===== config.mk =====
export PLATFORM = sky130hd
export DESIGN_NAME = qarith_unit
export DESIGN_NICKNAME = d
export VERILOG_FILES = /design/src/rtl/qarith_pkg.sv /design/src/rtl/qarith_div_seq.sv /design/src/rtl/qarith_unit.sv
export SDC_FILE = /design/constraint.sdc
export NUM_CORES = 2
export LEC_CHECK = 0
export ABC_AREA = 0
export CORE_MARGIN = 2
export CORE_UTILIZATION = 35
export DETAILED_ROUTE_END_ITERATION = 7
export GPL_TIMING_DRIVEN = 0
export PLACE_DENSITY = 0.47
export RECOVER_POWER = 100
export SLEW_MARGIN = 30
export SYNTH_ARGS = -nofsm -noshare
export SYNTH_HDL_FRONTEND = slang
export SYNTH_SLANG_ARGS = --single-unit

===== constraint.sdc =====
create_clock -name clk -period 15.4 [get_ports clk]
set_input_delay 2.31 -clock clk [delete_from_list [all_inputs] [get_ports clk]]
set_output_delay 2.31 -clock clk [all_outputs]
set_load 0.02 [all_outputs]

===== src/rtl/qarith_pkg.sv =====
// Shared types for the sign-magnitude Q-format arithmetic unit:
// opcode encoding and control FSM states.
package qarith_pkg;

    localparam int QARITH_N_DEFAULT = 32;
    localparam int QARITH_Q_DEFAULT = 23;

    typedef enum logic [1:0] {
        QOP_ADD = 2'b00,
        QOP_MUL = 2'b01,
        QOP_DIV = 2'b10,
        QOP_SUB = 2'b11
    } qop_e;

    typedef enum logic [1:0] {
        IDLE,
        DIV_RUN,
        RESP
    } qstate_e;

endpackage


===== src/rtl/qarith_div_seq.sv =====
// Sequential restoring divider on unsigned magnitudes.
// Computes (dividend << Q) / divisor, one quotient bit per cycle, N-1+Q cycles.
// done_o is high during the cycle whose closing edge performs the final
// iteration, so the quotient on quot_o is complete from the following cycle.
// Requires Q >= 1 so that the overflow slice above the magnitude is non-empty.
module qarith_div_seq #(
    parameter int N = 32,
    parameter int Q = 23
) (
    input  logic         clk,
    input  logic         rst,
    input  logic         start_i,
    input  logic [N-2:0] dividend_i,
    input  logic [N-2:0] divisor_i,
    output logic         done_o,
    output logic [N-2:0] quot_o,
    output logic         ovf_o
);

    localparam int W  = N - 1 + Q;
    localparam int CW = $clog2(W + 1);

    // The dividend register shifts out its MSB into the remainder each step
    // and shifts in the new quotient bit at the bottom.
    logic [W-1:0]  dq_q, dq_d;
    logic [N-1:0]  rem_q, rem_d;
    logic [N-2:0]  div_q, div_d;
    logic [CW-1:0] cnt_q, cnt_d;

    logic [N:0]    remShift;
    logic [N:0]    trial;
    logic          fits;

    // One restoring step: trial-subtract the divisor, keep the result if no borrow
    always_comb begin
        remShift = {rem_q, dq_q[W-1]};
        trial    = remShift - {2'b00, div_q};
        fits     = ~trial[N];
        dq_d     = dq_q;
        rem_d    = rem_q;
        div_d    = div_q;
        cnt_d    = cnt_q;
        if (start_i) begin
            dq_d  = {dividend_i, {Q{1'b0}}};
            rem_d = '0;
            div_d = divisor_i;
            cnt_d = CW'(W);
        end else if (cnt_q != '0) begin
            rem_d = fits ? trial[N-1:0] : remShift[N-1:0];
            dq_d  = {dq_q[W-2:0], fits};
            cnt_d = cnt_q - CW'(1);
        end
    end

    // Iteration state register; reset abandons any divide in flight
    always_ff @(posedge clk) begin
        if (rst) begin
            dq_q  <= '0;
            rem_q <= '0;
            div_q <= '0;
            cnt_q <= '0;
        end else begin
            dq_q  <= dq_d;
            rem_q <= rem_d;
            div_q <= div_d;
            cnt_q <= cnt_d;
        end
    end

    assign done_o = (cnt_q == CW'(1));
    assign quot_o = dq_q[N-2:0];
    assign ovf_o  = |dq_q[W-1:N-1];

endmodule


===== src/rtl/qarith_unit.sv =====
// Sign-magnitude Q-format arithmetic unit: add, sub, mul (single cycle) and
// div (sequential, N+Q cycles), with overflow and divide-by-zero reporting.
// Build option: define QARITH_SAT_EN to saturate the magnitude on overflow;
// otherwise the low N-1 magnitude bits wrap. The ovf flag is identical in both.
module qarith_unit
    import qarith_pkg::*;
#(
    parameter int N = QARITH_N_DEFAULT,
    parameter int Q = QARITH_Q_DEFAULT
) (
    input  logic         clk,
    input  logic         rst,
    input  logic         start,
    input  logic [1:0]   opcode,
    input  logic [N-1:0] a,
    input  logic [N-1:0] b,
    output logic [N-1:0] c,
    output logic         done,
    output logic         busy,
    output logic         ovf
);

    qstate_e state_q, state_d;
    logic [N-1:0] c_q, c_d;
    logic         ovf_q, ovf_d;
    logic         done_q, done_d;
    logic         divSign_q, divSign_d;

    qop_e         op;
    logic [N-2:0] aMag, bMag;
    logic         aSign, bSign, bSignEff;
    logic [N-1:0] sum;
    logic [2*N-3:0] prod, prodShift;
    logic         arithSign, arithOvf;
    logic [N-2:0] arithMag;

    logic         divStart, divLast, divOvf;
    logic [N-2:0] divQuot;

    // Apply the overflow policy and suppress negative zero
    function automatic logic [N-1:0] packResult(input logic sign, input logic [N-2:0] mag,
                                                input logic ovfIn);
        logic [N-2:0] m;
        m = mag;
`ifdef QARITH_SAT_EN
        if (ovfIn) m = '1;
`else
        if (ovfIn) m = mag;
`endif
        return {sign & (|m), m};
    endfunction

    assign op       = qop_e'(opcode);
    assign aMag     = a[N-2:0];
    assign bMag     = b[N-2:0];
    assign aSign    = a[N-1] & (|aMag);
    assign bSign    = b[N-1] & (|bMag);
    assign bSignEff = (op == QOP_SUB) ? (~b[N-1] & (|bMag)) : bSign;

    qarith_div_seq #(.N(N), .Q(Q)) uDiv (
        .clk        (clk),
        .rst        (rst),
        .start_i    (divStart),
        .dividend_i (aMag),
        .divisor_i  (bMag),
        .done_o     (divLast),
        .quot_o     (divQuot),
        .ovf_o      (divOvf)
    );

    // Single-cycle add/sub/mul datapath on magnitudes with separate sign
    always_comb begin
        sum       = {1'b0, aMag} + {1'b0, bMag};
        prod      = {{(N-1){1'b0}}, aMag} * {{(N-1){1'b0}}, bMag};
        prodShift = prod >> Q;
        arithSign = aSign;
        arithMag  = '0;
        arithOvf  = 1'b0;
        if (op == QOP_MUL) begin
            arithSign = aSign ^ bSign;
            arithMag  = prodShift[N-2:0];
            arithOvf  = |prodShift[2*N-3:N-1];
        end else if (aSign == bSignEff) begin
            arithSign = aSign;
            arithMag  = sum[N-2:0];
            arithOvf  = sum[N-1];
        end else if (aMag >= bMag) begin
            arithSign = aSign;
            arithMag  = aMag - bMag;
        end else begin
            arithSign = bSignEff;
            arithMag  = bMag - aMag;
        end
    end

    // Control FSM: next state, result capture and divider launch
    always_comb begin
        state_d   = state_q;
        c_d       = c_q;
        ovf_d     = ovf_q;
        done_d    = 1'b0;
        divSign_d = divSign_q;
        divStart  = 1'b0;
        case (state_q)
            IDLE: begin
                if (start) begin
                    if (op != QOP_DIV) begin
                        c_d    = packResult(arithSign, arithMag, arithOvf);
                        ovf_d  = arithOvf;
                        done_d = 1'b1;
                    end else if (bMag == '0) begin
                        c_d    = {aSign ^ bSign, {(N-1){1'b1}}};
                        ovf_d  = 1'b1;
                        done_d = 1'b1;
                    end else begin
                        divStart  = 1'b1;
                        divSign_d = aSign ^ bSign;
                        state_d   = DIV_RUN;
                    end
                end
            end
            DIV_RUN: begin
                if (divLast) state_d = RESP;
            end
            RESP: begin
                c_d     = packResult(divSign_q, divQuot, divOvf);
                ovf_d   = divOvf;
                done_d  = 1'b1;
                state_d = IDLE;
            end
            default: state_d = IDLE;
        endcase
    end

    // State and output registers
    always_ff @(posedge clk) begin
        if (rst) begin
            state_q   <= IDLE;
            c_q       <= '0;
            ovf_q     <= 1'b0;
            done_q    <= 1'b0;
            divSign_q <= 1'b0;
        end else begin
            state_q   <= state_d;
            c_q       <= c_d;
            ovf_q     <= ovf_d;
            done_q    <= done_d;
            divSign_q <= divSign_d;
        end
    end

    assign c    = c_q;
    assign ovf  = ovf_q;
    assign done = done_q;
    assign busy = (state_q == DIV_RUN);

endmodule


; ---- Yosys cells after proc, flatten, opt, wreduce, memory -nomap -nowiden
; Cells that the tools add are included.
[totals]
regBits = 160
out_inout_bits = 35
[classes]
add_sub_neg = 5
n_mul = 1
magnitude_cmp = 1
n_eq_ne = 12
n_mux = 39
bitwise_logic = 10
reduce_logical = 15
[op_table]
columns = operator, n
row1 = $mux W31, 7
row2 = $mux W32, 4
row3 = $reduce_or A31 Y1, 4
row4 = $mux W54, 2
row5 = $pmux W32 S2, 1
row6 = $mul A31 B31 Y62, 1
row7 = $sub A31 B31 Y31, 2
row8 = $sub A33 B31 Y33, 1
row9 = $add A31 B31 Y32, 1
row10 = $ge A31 B31 Y1, 1
row11 = $logic_not A31 Y1, 1
row12 = $reduce_or A23 Y1, 1
row13 = $mux W1, 16
row14 = $mux W6, 2
row15 = $mux W2, 4
row16 = $ne A2 B2 Y1 const B, 4
row17 = $reduce_and A4 Y1, 2
row18 = $reduce_or A8 Y1, 1
row19 = $eq A6 B1 Y1 const B, 1
row20 = $reduce_bool A6 Y1, 1
row21 = $sub A6 B1 Y6 const B, 1
row22 = $and A1 B1 Y1, 5
row23 = $eq A2 B1 Y1 const B, 2
row24 = $eq A2 B2 Y1 const B, 2
row25 = other kinds (11), 16

; ---- Logic depth before layout (Yosys ltp)
[depth]
ltp_word = 14
depth_mapped = 33
depth_no_buf = 30

; ---- Cells and area by module
; Synthesis repeated with hierarchy kept, for this count alone.
[hier_totals]
hier_cells = 5390
hier_area_um2 = 43774.5
[by_module_without_submodules]
columns = module, instances, cells_per_inst, area_per_inst_um2, seq_area_each_um2
row1 = qarith_unit, 1, 4471, 36790.3, 740.7
row2 = qarith_div_seq, 1, 919, 6984.2, 2462.4

; ---- Worst setup path after synthesis
; Ideal clock, no wire load.
[synth_timing]
path_type = input to register
start = input b[16]
end = register c_q[31] (netlist: c[31])
setup_time_ps = 137
arrival_ps = 10100
required_ps = 15263
setup_slack_ps = 5164
path_stages = 32
cell_sequence = clkbuf_1 inv_1 buf_1 nor2_1 fa_1 inv_1 fa_1 inv_1 fa_1 inv_1 fa_1 inv_1 fa_1 fa_1 fa_1 inv_1 fa_1 inv_1 ha_1 nand4_1 or2_1 nor2_1 a2111oi_0 o221ai_1 or3_1 nand3_1 o31ai_1 a211oi_1 nand4_1 or4_1 nor4_1 a41oi_1
[synth_via]
elab_chain_len = 14
elab_cells_between_ends = 29
classes_between = add/sub (3) / mul (1) / order compare (1) / eq/ne (2) / mux (14) / bitwise (4) / reduce/logical (4)
[synth_rtl]
columns = item, line
row1 = "start, declared", qarith_unit.sv:16  ; input logic [N-1:0] b,
row2 = branches (longest 14 deep; another with $mul A31 B31 Y62), --
row3 = "end signal, assigned", qarith_unit.sv:139  ; c_q <= '0;
row4 = "end signal, assigned", qarith_unit.sv:145  ; c_q <= c_d;
row5 = "end, declared", qarith_unit.sv:24  ; logic [N-1:0] c_q, c_d;
; Parallel ways; which one is timed is not known. The select of a mux whose other input is x is not followed.
; A chain may end at the register's enable or synchronous reset.

; ---- Worst setup path after layout
[layout_timing]
start = input a[12]
end = register c_q[31] (netlist: c[31])
[layout_via]
elab_chain_len = 13
elab_cells_between_ends = 24
classes_between = add/sub (3) / mul (1) / order compare (1) / eq/ne (1) / mux (13) / bitwise (3) / reduce/logical (2)
[layout_rtl]
columns = item, line
row1 = "start, declared", qarith_unit.sv:15  ; input logic [N-1:0] a,
row2 = branches (longest 10 deep; another with $mul A31 B31 Y62), --
row3 = $mux W32 *, qarith_unit.sv:107  ; if (op != QOP_DIV) begin
row4 = $mux W32 *, qarith_unit.sv:106  ; if (start) begin
row5 = $pmux W32 S2 *, qarith_unit.sv:104  ; case (state_q)
; Mark *: on every way between the ends. The select of a mux whose other input is x is not followed.

==> flow_summary_export.csv <==
group,metric,value,unit
status,run_status,"complete, no violations",
route,wl_per_cell,28.0,um
synth,syn_area,42700,um2
synth,syn-num-nets,6521,
placed_design,gp_congestion,0.986,
clocking,clockRootBuffer,"clkbuf_16",
synth,synth-edff-count,0,
sta,tns,0,ps
worst_hold_path,worstHoldStart,"uDiv.div_q[29]$_SDFFE_PP0P_",
worst_hold_path,whs_path_depth,2,
die,initial_utilization,0.352,
setup_path,crit_path_max_incr_delay,1030,ps
clocking,htreeDepth,4,
synth,synth_cells,5235,
layout,fin_util,0.384,
sta,finalClockSkew,10.9,ps
synth,synth_seq_cells,160,
layout,drive_gt1_frac,0.0292,
layout,syn_to_final_growth,9.16,%
setup_path,reg2reg_from,"uDiv.div_q[2]$_SDFFE_PP0P_",
clocking,cts_tree,"built",
sta,finalCritPeriodShare,0.898,
route,via_per_inst,5.49,
setup_path,required,15720,ps
sta,whs,453,ps
sta,max_freq,72.3,MHz
die,coreArea,121000,um2
setup_path,ff2ff_path_depth,17,
sta,tightest_slew,1150,ps
clocking,clk_latency,450,ps
sta,setup_viol_count_final,0,
setup_path,start_kind,"input port",
route,drtPass1Iterations,5,
route,drt-total-wl,196,mm
die,ioPinCount,104,
sta,maxSlewViolCount,0,
global_route,grt_pass1_vias,39100,
layout,multiInputGateArea,34800,um2
sta,fin_crit,13830,ps
setup_path,ff2ff_setup_slack,10860,ps
die,dieArea,125000,um2
route,drtIter0Drc,3329,
sta,slew_headroom,0.234,
worst_hold_path,holdPathEnd,"uDiv.div_q[29]$_SDFFE_PP0P_",
clocking,hold_buffers,0,
layout,seqCellArea,3200,um2
synth,async_flop_share,0,
synth,ys.flop_type,"dfxtp_1",
setup_path,worst_path_max_delay_cell,"clkinv_1",
placed_design,port_buffers,103,
synth,synth_top_area_share,0.394,
layout,final_cell_mix,"inv_1 (920), fa_1 (840), nand2_1 (815)",
sta,hold_viol_final,0,
route,drc,0,
die,rows,128,
worst_hold_path,hold_path_class,"reg -> reg",
layout,fill_cells,13100,
setup_path,criticalPathCategory,"in -> reg",
clocking,cts_sinks,160,
layout,final_common_cell,"inv_1",
clocking,cts_buffer_depth,2,
setup_path,path_common_cell,"fa_1",
clocking,clkTransAtPathRegs,70,ps
run,drv_cap,0,
global_route,antenna_found_initial,23,
synth,seq_area_frac_synth,0.0751,
setup_path,critPathMaxFanout,10,
synth,synth_area_per_cell,8.15,um2
route,vias,38500,
clocking,cts_setup_buffers,0,
die,die_w,353,um
route,drtAntennaViolNets,0,
global_route,gr-total-overflow,0,
synth,synth_warnings,0,
global_route,track_usage,0.314,
placed_design,place_hpwl,164,mm
setup_path,regToRegEndpoint,"uDiv.rem_q[21]$_SDFFE_PP0N_",
clocking,cts-resized-gates,0,
global_route,grt_first_pass_wirelength,284,mm
synth,yosys.area.top_type,"fa_1",
synth,synth_cell_types,82,
clocking,numCtsBuffers,17,
global_route,grt_max_degree,19,
sta,rsz0062_at_grt,"false",
die,fp.dieH,353,um
synth,yosys-top-cells-area,"fa_1 (39%), ha_1 (11%), inv_1 (8.1%)",
setup_path,endpoint_kind,"flop",
setup_path,cp.arrival,14150,ps
layout,nets,6651,
[routing by layer]
layer / up-vias / track usage / routed length, um
met2: 1603 / 0.499 / 88200
met5: - / 0 / 65
li1: 16700 / - / -
met1: 19900 / 0.439 / 86100
met3: 271 / 0.0427 / 14100
met4: 12 / 0.104 / 7870
[cell type report]
cell class                      instances  share of cell area
Clock inverter                         15             0.00341
Tap cell                             1625              0.0436
Sequential cell                       160              0.0688
Inverter                              945              0.0761
Buffer                                304              0.0270
Clock buffer                           17             0.00913
Multi-Input combinational cell       3826               0.746
Timing Repair Buffer                  111              0.0257
Antenna cell                            3            0.000161
[critical path: cells and delay by family]
kind	cells	cell delay (ps)
adders and majority gates	9	4340
buffers and inverters	8	3420
AOI/OAI and AO/OA	5	1830
and+or+nand+nor	9	2200
[kinds of logic (layout without fill, tap and decap cells)]
family	count (synthesis)	count (layout)	share of synthesized area
adders and majority gates	1217	1217	0.505
and+or+nand+nor	1760	1760	0.173
AOI/OAI and AO/OA	750	750	0.115
muxes	16	16	0.00384
other	0	3	0
xor gates and xnor gates	83	83	0.0172
DFF	160	160	0.0751
buffers and inverters	1249	1392	0.111
[metrics by stage]
stage                     std cells  worst slack (ps)  instance area (um2)
after detailed placement       6971              1390                46000
after CTS                      7003              1850                46600
final                          7006              1570                46600
after floorplan                5235              5160                42700
after global placement         6963              1210                45700
after global routing           7006              1090                46600
[synthesized netlist by cell type, drive strengths merged, types with 25 or more instances]
cell	count
inv	922
fa	840
nand2	815
nor2	601
ha	377
a21oi	260
clkbuf	251
dfxtp	160
o21ai	103
a21o	64
nor3	64
xnor2	60
nand3	59
buf	53
a211oi	49
nor4	49
a311oi	40
nand4	40
o221ai	29
and2	27
nand2b	25
o21bai	25
[worst max-delay path by stage]
stage	start	end	slack, ps	cells past startpoint
after floorplan	b[16]	c[31]$_SDFFE_PP0P_	5160	32
after global placement	b[16]	ovf$_SDFFE_PP0P_	1210	32
final	a[12]	c[31]$_SDFFE_PP0P_	1570	31
after detailed placement	a[12]	c[31]$_SDFFE_PP0P_	1390	30
after global routing	a[12]	c[31]$_SDFFE_PP0P_	1090	31
after CTS	a[12]	c[31]$_SDFFE_PP0P_	1850	30
[registers in the layout, summed over array words and instances (netlist names)]
| signal | flops |
|---|---|
| done | 1 |
| uDiv.div_q | 31 |
| divSign_q | 1 |
| ovf | 1 |
| uDiv.rem_q | 32 |
| uDiv.dq_q | 54 |
| uDiv.cnt_q | 6 |
| state_q | 2 |
| c | 32 |
Power is left out: the tool's default activity adds up to more than one toggle a clock period on the data nets, which glitch-free logic cannot reach.
